## config.mk

```make
export PLATFORM = sky130hd
export DESIGN_NAME = seg7_scan_ctrl_flat
export DESIGN_NICKNAME = d
export VERILOG_FILES = /design/src/rtl/seg7_scan_ctrl_pkg.sv /design/src/rtl/seg7_scan_ctrl_if.sv /design/src/rtl/seg7_scan_ctrl_tick_gen.sv /design/src/rtl/seg7_scan_ctrl.sv /design/src/flat_wrapper.sv
export SDC_FILE = /design/constraint.sdc
export NUM_CORES = 1
export LEC_CHECK = 0
export BUFFER_PORTS_ARGS = -buffer_cell sky130_fd_sc_hd__buf_2
export CAP_MARGIN = 20
export CORE_ASPECT_RATIO = 1.5
export CORE_MARGIN = 4
export CORE_UTILIZATION = 25
export CTS_BUF_LIST = sky130_fd_sc_hd__clkbuf_4 sky130_fd_sc_hd__clkbuf_8
export CTS_CLUSTER_DIAMETER = 80
export CTS_CLUSTER_SIZE = 24
export DETAILED_ROUTE_END_ITERATION = 12
export HOLD_SLACK_MARGIN = 0.08
export SLEW_MARGIN = 15
export SYNTH_ARGS = -nofsm -noshare
export SYNTH_HDL_FRONTEND = slang
export SYNTH_SLANG_ARGS = --single-unit
```

## constraint.sdc

```tcl
create_clock -name CLK -period 2.7 [get_ports CLK]
set_input_delay 0.27 -clock CLK [delete_from_list [all_inputs] [get_ports CLK]]
set_output_delay 0.27 -clock CLK [all_outputs]
set_load 0.02 [all_outputs]
```

## src/rtl/seg7_scan_ctrl_pkg.sv

```systemverilog
// Shared types and constants for the 4-digit seven-segment scan controller.
package seg7_pkg;

  localparam int NUM_DIGITS = 4;
  localparam logic [NUM_DIGITS-1:0] AN_OFF = 4'b1111;

  typedef enum logic [0:0] {
    S_BLANK = 1'b0,
    S_DRIVE = 1'b1
  } scan_state_e;

  // Digit i is dark under leading-zero blanking when it and every more
  // significant digit are zero; digit 0 always stays visible.
  function automatic logic lz_blank(input logic [15:0] val,
                                    input logic [1:0]  idx,
                                    input logic        lzb_en);
    logic all_zero;
    all_zero = 1'b1;
    for (int d = 0; d < NUM_DIGITS; d++) begin
      if (d >= int'(idx) && val[4*d +: 4] != 4'h0) all_zero = 1'b0;
    end
    return lzb_en && (idx != 2'd0) && all_zero;
  endfunction

endpackage

```

## src/rtl/seg7_scan_ctrl_if.sv

```systemverilog
// Load/control inputs and scan outputs of the seven-segment controller.
interface seg7_scan_if;
  import seg7_pkg::*;

  logic                  LOAD;
  logic [15:0]           DIN;
  logic [NUM_DIGITS-1:0] DPIN;
  logic [NUM_DIGITS-1:0] EN_MASK;
  logic                  LZB;
  logic [NUM_DIGITS-1:0] AN;
  logic [3:0]            NIBBLE;
  logic                  DP;
  logic                  PEND;
  logic                  FRAME;

  modport master (
    output LOAD, DIN, DPIN, EN_MASK, LZB,
    input  AN, NIBBLE, DP, PEND, FRAME
  );

  modport slave (
    input  LOAD, DIN, DPIN, EN_MASK, LZB,
    output AN, NIBBLE, DP, PEND, FRAME
  );
endinterface

```

## src/rtl/seg7_scan_ctrl_tick_gen.sv

```systemverilog
// Free-running prescaler producing a one-cycle scan tick every DIV cycles.
module scan_tick_gen #(
  parameter logic [31:0] DIV = 32'd50000
) (
  input  logic CLK,
  input  logic RST,
  output logic TICK
);

  logic [31:0] cnt_q, cnt_d;

  // Count 0..DIV-1 and wrap.
  always_comb begin
    cnt_d = (cnt_q == DIV - 32'd1) ? 32'd0 : cnt_q + 32'd1;
  end

  // Prescaler register.
  always_ff @(posedge CLK or posedge RST) begin
    if (RST) cnt_q <= 32'd0;
    else     cnt_q <= cnt_d;
  end

  assign TICK = (cnt_q == DIV - 32'd1);

endmodule

```

## src/rtl/seg7_scan_ctrl.sv

```systemverilog
// Four-digit multiplexed display scanner with dead-time between digits,
// double-buffered display value committed only at frame boundaries, and
// optional leading-zero blanking. Outputs are registered from next-state
// values so they line up with the internal scan state.
module seg7_scan_ctrl
  import seg7_pkg::*;
#(
  parameter logic [31:0] DIV       = 32'd50000,
  parameter int unsigned BLANK_CYC = 4
) (
  input  logic       CLK,
  input  logic       RST,
  seg7_scan_if.slave bus
);

  logic tick;

  scan_tick_gen #(.DIV(DIV)) u_tick_gen (
    .CLK  (CLK),
    .RST  (RST),
    .TICK (tick)
  );

  scan_state_e     state_q, state_d;
  logic [3:0]      dead_q, dead_d;
  logic [1:0]      idx_q, idx_d;
  logic            frame_q, frame_d;
  logic [15:0]     disp_q, disp_d;
  logic [15:0]     pbuf_q, pbuf_d;
  logic [3:0]      ddp_q, ddp_d;
  logic [3:0]      pdp_q, pdp_d;
  logic            pend_q, pend_d;
  logic [3:0]      an_q, an_d;
  logic [3:0]      nib_q, nib_d;
  logic            dp_q, dp_d;
  logic            lit;

  // Scan sequencing: dead-time in S_BLANK, hold digit in S_DRIVE until tick.
  always_comb begin
    state_d = state_q;
    dead_d  = dead_q;
    idx_d   = idx_q;
    frame_d = 1'b0;
    case (state_q)
      S_BLANK: begin
        dead_d = dead_q + 4'd1;
        if (dead_q == 4'(BLANK_CYC)) state_d = S_DRIVE;
      end
      S_DRIVE: begin
        if (tick) begin
          state_d = S_BLANK;
          dead_d  = 4'd0;
          idx_d   = idx_q + 2'd1;
          frame_d = (idx_q == 2'd3);
        end
      end
      default: state_d = S_BLANK;
    endcase
  end

  // Double buffer: loads park in the pending buffer except in the frame
  // cycle, where the display register takes either a coincident load or
  // the pending value.
  always_comb begin
    disp_d = disp_q;
    ddp_d  = ddp_q;
    pbuf_d = pbuf_q;
    pdp_d  = pdp_q;
    pend_d = pend_q;
    if (frame_q) begin
      if (bus.LOAD) begin
        disp_d = bus.DIN;
        ddp_d  = bus.DPIN;
        pend_d = 1'b0;
      end else if (pend_q) begin
        disp_d = pbuf_q;
        ddp_d  = pdp_q;
        pend_d = 1'b0;
      end
    end else if (bus.LOAD) begin
      pbuf_d = bus.DIN;
      pdp_d  = bus.DPIN;
      pend_d = 1'b1;
    end
  end

  // Output image for the next cycle, derived from next-state values.
  always_comb begin
    lit   = (state_d == S_DRIVE) && bus.EN_MASK[idx_d] &&
            !lz_blank(disp_d, idx_d, bus.LZB);
    an_d  = lit ? ~(4'b0001 << idx_d) : AN_OFF;
    nib_d = disp_d[{idx_d, 2'b00} +: 4];
    dp_d  = lit & ddp_d[idx_d];
  end

  // State, buffers and registered outputs.
  always_ff @(posedge CLK or posedge RST) begin
    if (RST) begin
      state_q <= S_BLANK;
      dead_q  <= 4'd0;
      idx_q   <= 2'd0;
      frame_q <= 1'b0;
      disp_q  <= 16'h0;
      ddp_q   <= 4'h0;
      pbuf_q  <= 16'h0;
      pdp_q   <= 4'h0;
      pend_q  <= 1'b0;
      an_q    <= AN_OFF;
      nib_q   <= 4'h0;
      dp_q    <= 1'b0;
    end else begin
      state_q <= state_d;
      dead_q  <= dead_d;
      idx_q   <= idx_d;
      frame_q <= frame_d;
      disp_q  <= disp_d;
      ddp_q   <= ddp_d;
      pbuf_q  <= pbuf_d;
      pdp_q   <= pdp_d;
      pend_q  <= pend_d;
      an_q    <= an_d;
      nib_q   <= nib_d;
      dp_q    <= dp_d;
    end
  end

  assign bus.AN     = an_q;
  assign bus.NIBBLE = nib_q;
  assign bus.DP     = dp_q;
  assign bus.PEND   = pend_q;
  assign bus.FRAME  = frame_q;

endmodule

```

## src/flat_wrapper.sv

```systemverilog
// flat-port wrapper written by rule: the top's interface ports become plain ports
module seg7_scan_ctrl_flat import seg7_pkg::*;
#(
  parameter logic [31:0] DIV       = 32'd50000,
  parameter int unsigned BLANK_CYC = 4
)
  (CLK, RST, bus_LOAD, bus_DIN, bus_DPIN, bus_EN_MASK, bus_LZB, bus_AN, bus_NIBBLE, bus_DP, bus_PEND, bus_FRAME);
  seg7_scan_if bus_i ();
  input  logic CLK;
  input  logic RST;
  input wire logic [$bits(bus_i.LOAD)-1:0] bus_LOAD;
  input wire logic [$bits(bus_i.DIN)-1:0] bus_DIN;
  input wire logic [$bits(bus_i.DPIN)-1:0] bus_DPIN;
  input wire logic [$bits(bus_i.EN_MASK)-1:0] bus_EN_MASK;
  input wire logic [$bits(bus_i.LZB)-1:0] bus_LZB;
  output wire logic [$bits(bus_i.AN)-1:0] bus_AN;
  output wire logic [$bits(bus_i.NIBBLE)-1:0] bus_NIBBLE;
  output wire logic [$bits(bus_i.DP)-1:0] bus_DP;
  output wire logic [$bits(bus_i.PEND)-1:0] bus_PEND;
  output wire logic [$bits(bus_i.FRAME)-1:0] bus_FRAME;
  assign bus_i.LOAD = bus_LOAD;
  assign bus_i.DIN = bus_DIN;
  assign bus_i.DPIN = bus_DPIN;
  assign bus_i.EN_MASK = bus_EN_MASK;
  assign bus_i.LZB = bus_LZB;
  assign bus_AN = bus_i.AN;
  assign bus_NIBBLE = bus_i.NIBBLE;
  assign bus_DP = bus_i.DP;
  assign bus_PEND = bus_i.PEND;
  assign bus_FRAME = bus_i.FRAME;
  seg7_scan_ctrl #(.DIV(DIV), .BLANK_CYC(BLANK_CYC)) u_core (.CLK(CLK), .RST(RST), .bus(bus_i));
endmodule
```

==> flow_summary.toml <==
[status]
status = "finished clean"

[synthesis]
yosysWarnings = 0
synthFlopType = "dfrtp_1"
synth.largest_area_cell = "dfrtp_1"
netlist_top_cells_area = "dfrtp_1, mux2_2, xnor2_1"
synth.most_common_cell = "dfrtp_1"
syn-cell-area_um2 = 4440
syn_inst = 400
syn-num-nets = 432
yosys-top-cells-count = "dfrtp_1, nand2_1, nor2_1"
synth_cell_types = 59
seq_area_frac_synth = 0.508
avgSynthCellArea_um2 = 11.1
ys_seq_elements = 90
synth_top_area_share = 0.485
synth_enable_flop_cells = 0
async_reset_ff_frac = 1.00

[cells_and_area]
final_core_util = 0.294
fin_cells = 659
fin_nets = 473
drive_gt1_frac = 0.244
syn2layout_area_growth_pct = 15.4
antenna_cells = 0
post-route-cell-area_um2 = 5120

[global_routing]
grt-ovfl-total = 0
grt_max_degree = 41
grt_pass1_wl_um = 16500
antenna_found_initial = 0
track_usage = 0.104
grt_pass1_vias = 3374

[detailed_routing]
antenna_left = 0
via_per_inst = 4.94
drt-pass1-iter-count = 4
route.detailed.drc = 0
wl_per_cell_um = 15.1
drt_iter0_markers = 162
dr_total_vias = 3255
wirelength_um = 9940

[timing]
slew_viol_final = 0
layout_setup_ws_ns = 0.236
skew_ns = 0.0106
period_minus_slack_ns = 2.46
hold_viol_final = 0
rsz0062_at_grt = "no"
slew_headroom = 0.516
fin_setup_tns_ns = 0
setup-violations-final = 0
fin_crit_sh = 0.913
tightest_slew_ns = 0.726
whs_ns = 0.158
fmax_ghz = 0.406

[power_and_ir_drop]
peakVddDrop_uv = 223
power_mw = 2.56
p_sw_frac = 0.218
seq_power_share = 0.551
intPower_mw = 2.00
power.share.clock = 0.390
pwr-share-comb = 0.059
p_leak_nw = 2.23
netSwitchingPower_mw = 0.558
power-per-cell-area_nw_per_um2 = 499

[job]
drv_cap = 0

[placement]
dp_slack_ns = 0.131
dpl_cell_area_um2 = 4890
dpl.hpwl_um = 7410
dp_cells = 642
portBuffers = 38
gp_congestion = 0.843

[floorplanning]
die_y_um = 171
die_area_um2 = 20000
io_pins = 39
core-area_um2 = 17400
initial_core_util = 0.255
die_x_um = 117
rows = 59

[clocking]
clk_pin_slew_ns = 0.08
htree_levels = 3
cts_num_sinks = 90
postCtsSetupRepairBufs = 0
cts_buffers = 9
clk_latency_ns = 0.36
cts_tree = "done"
root_buffer = "clkbuf_8"
clock_path_buffers = 2

[setup_path]
critPathKind = "reg -> reg"
start_kind = "flip-flop"
setup.worst_path.end_class = "flip-flop"
crit_required_ns = 2.95
arrival_ns = 2.71
path_max_fanout = 22

[hold_path]
hp-class = "in -> reg"
==> repair_timing <==
action	CTS	global route
setup endpoints to repair	0	1
hold endpoints to repair	38	0
hold buffers	1	0
resized for setup	0	1
==> metal layers <==
layer / share of wire / track usage / vias up / routed length (um)
met2: 0.55 / 0.190 / 75 / 5450
met1: 0.39 / 0.115 / 1638 / 3830
li1: - / - / 1527 / -
met5: 0 / 0 / - / 0
met4: 0.029 / 0.0479 / 0 / 288
met3: 0.037 / 0.0165 / 15 / 364
==> cells in the final DEF, fill, tap and decap left out, types with 5 or more instances in the layout <==
master    synthesis  routed
buf_2             6      38
o22ai_1          11      11
inv_1             9       8
and3_1            8       8
nand2_1          30      30
clkbuf_8          0       9
o21ai_0          18      18
buf_4             2       9
nand2b_1          5       5
a32oi_1           7       7
nand3b_1          9       9
nand3_1          17      17
xnor2_1          18      18
nor4_2            4       5
dfrtp_1          86      86
mux2_2           22      22
nor2_1           23      23
nor4_1            6       5
nand4_1           7       7
xor2_1           15      15
a21oi_1          12      12
mux2i_1          13      13
==> flip-flops by register name, indices dropped and copies added (netlist names), 2 cells and up <==
signal                   count
u_core.bus.NIBBLE            4
u_core.pbuf_q               16
u_core.disp_q               16
u_core.u_tick_gen.cnt_q     32
u_core.pdp_q                 4
u_core.dead_q                4
u_core.ddp_q                 4
u_core.bus.AN                4
u_core.idx_q                 2
==> cells by family (layout without fill, tap and decap cells) <==
family	Yosys count	after routing	synth area share
AO/OA/AOI/OAI	72	72	0.115
XOR/XNOR	33	33	0.0651
adder cells (fa/ha/maj)	4	4	0.0113
buffers and inverters	30	76	0.0307
flip-flops	90	90	0.508
AND/OR/NAND/NOR	136	136	0.185
multiplexers	35	35	0.0851
==> final timing paths <==
check / start / end / slack [ns] / depth (start not counted)
worst max-delay path: u_core.bus.FRAME$_DFF_PP0_ / u_core.bus.DP$_DFF_PP0_ / 0.24 / 7
worst max register to register: u_core.bus.FRAME$_DFF_PP0_ / u_core.bus.DP$_DFF_PP0_ / 0.24 / 7
worst min register to register: u_core.u_tick_gen.cnt_q[0]$_DFF_PP0_ / u_core.u_tick_gen.cnt_q[0]$_DFF_PP0_ / 0.48 / 1
worst min-delay path: bus_DIN[11] / u_core.pbuf_q[11]$_DFFE_PP0P_ / 0.16 / 2
max in group asynchronous: RST / u_core.bus.AN[0]$_DFF_PP1_ / 1.38 / 4
min in group asynchronous: RST / u_core.ddp_q[1]$_DFF_PP0_ / 0.55 / 3
==> critical path, stage by stage (launching register included) <==
cell,delay (ns)
dfrtp_1,0.59
buf_4,0.33
nand3b_1,0.10
o21ai_0,0.08
a21oi_1,0.14
nor4_1,0.48
o21ai_0,0.27
o311a_1,0.35
==> power groups by stage <==
stage / Clock (mW) / Sequential, mW / Combinational (mW)
5_1_grt: 1.09 / 1.41 / 0.169
3_3_place_gp: 0 / 1.43 / 0.151
6_report: 0.996 / 1.41 / 0.152
2_1_floorplan: 0 / 1.44 / 0.0847
3_5_place_dp: 0 / 1.44 / 0.154
4_1_cts: 1.03 / 1.41 / 0.155
==> layout make-up <==
type	instances	area [um^2]
Fill cell	1799	12300
Sequential cell	90	2260
Multi-Input combinational cell	280	2050
Timing Repair Buffer	49	288
Tap cell	213	267
Clock buffer	11	139
Clock inverter	5	78.8
Inverter	11	42.5
Power figures use the tool's default switching activity.
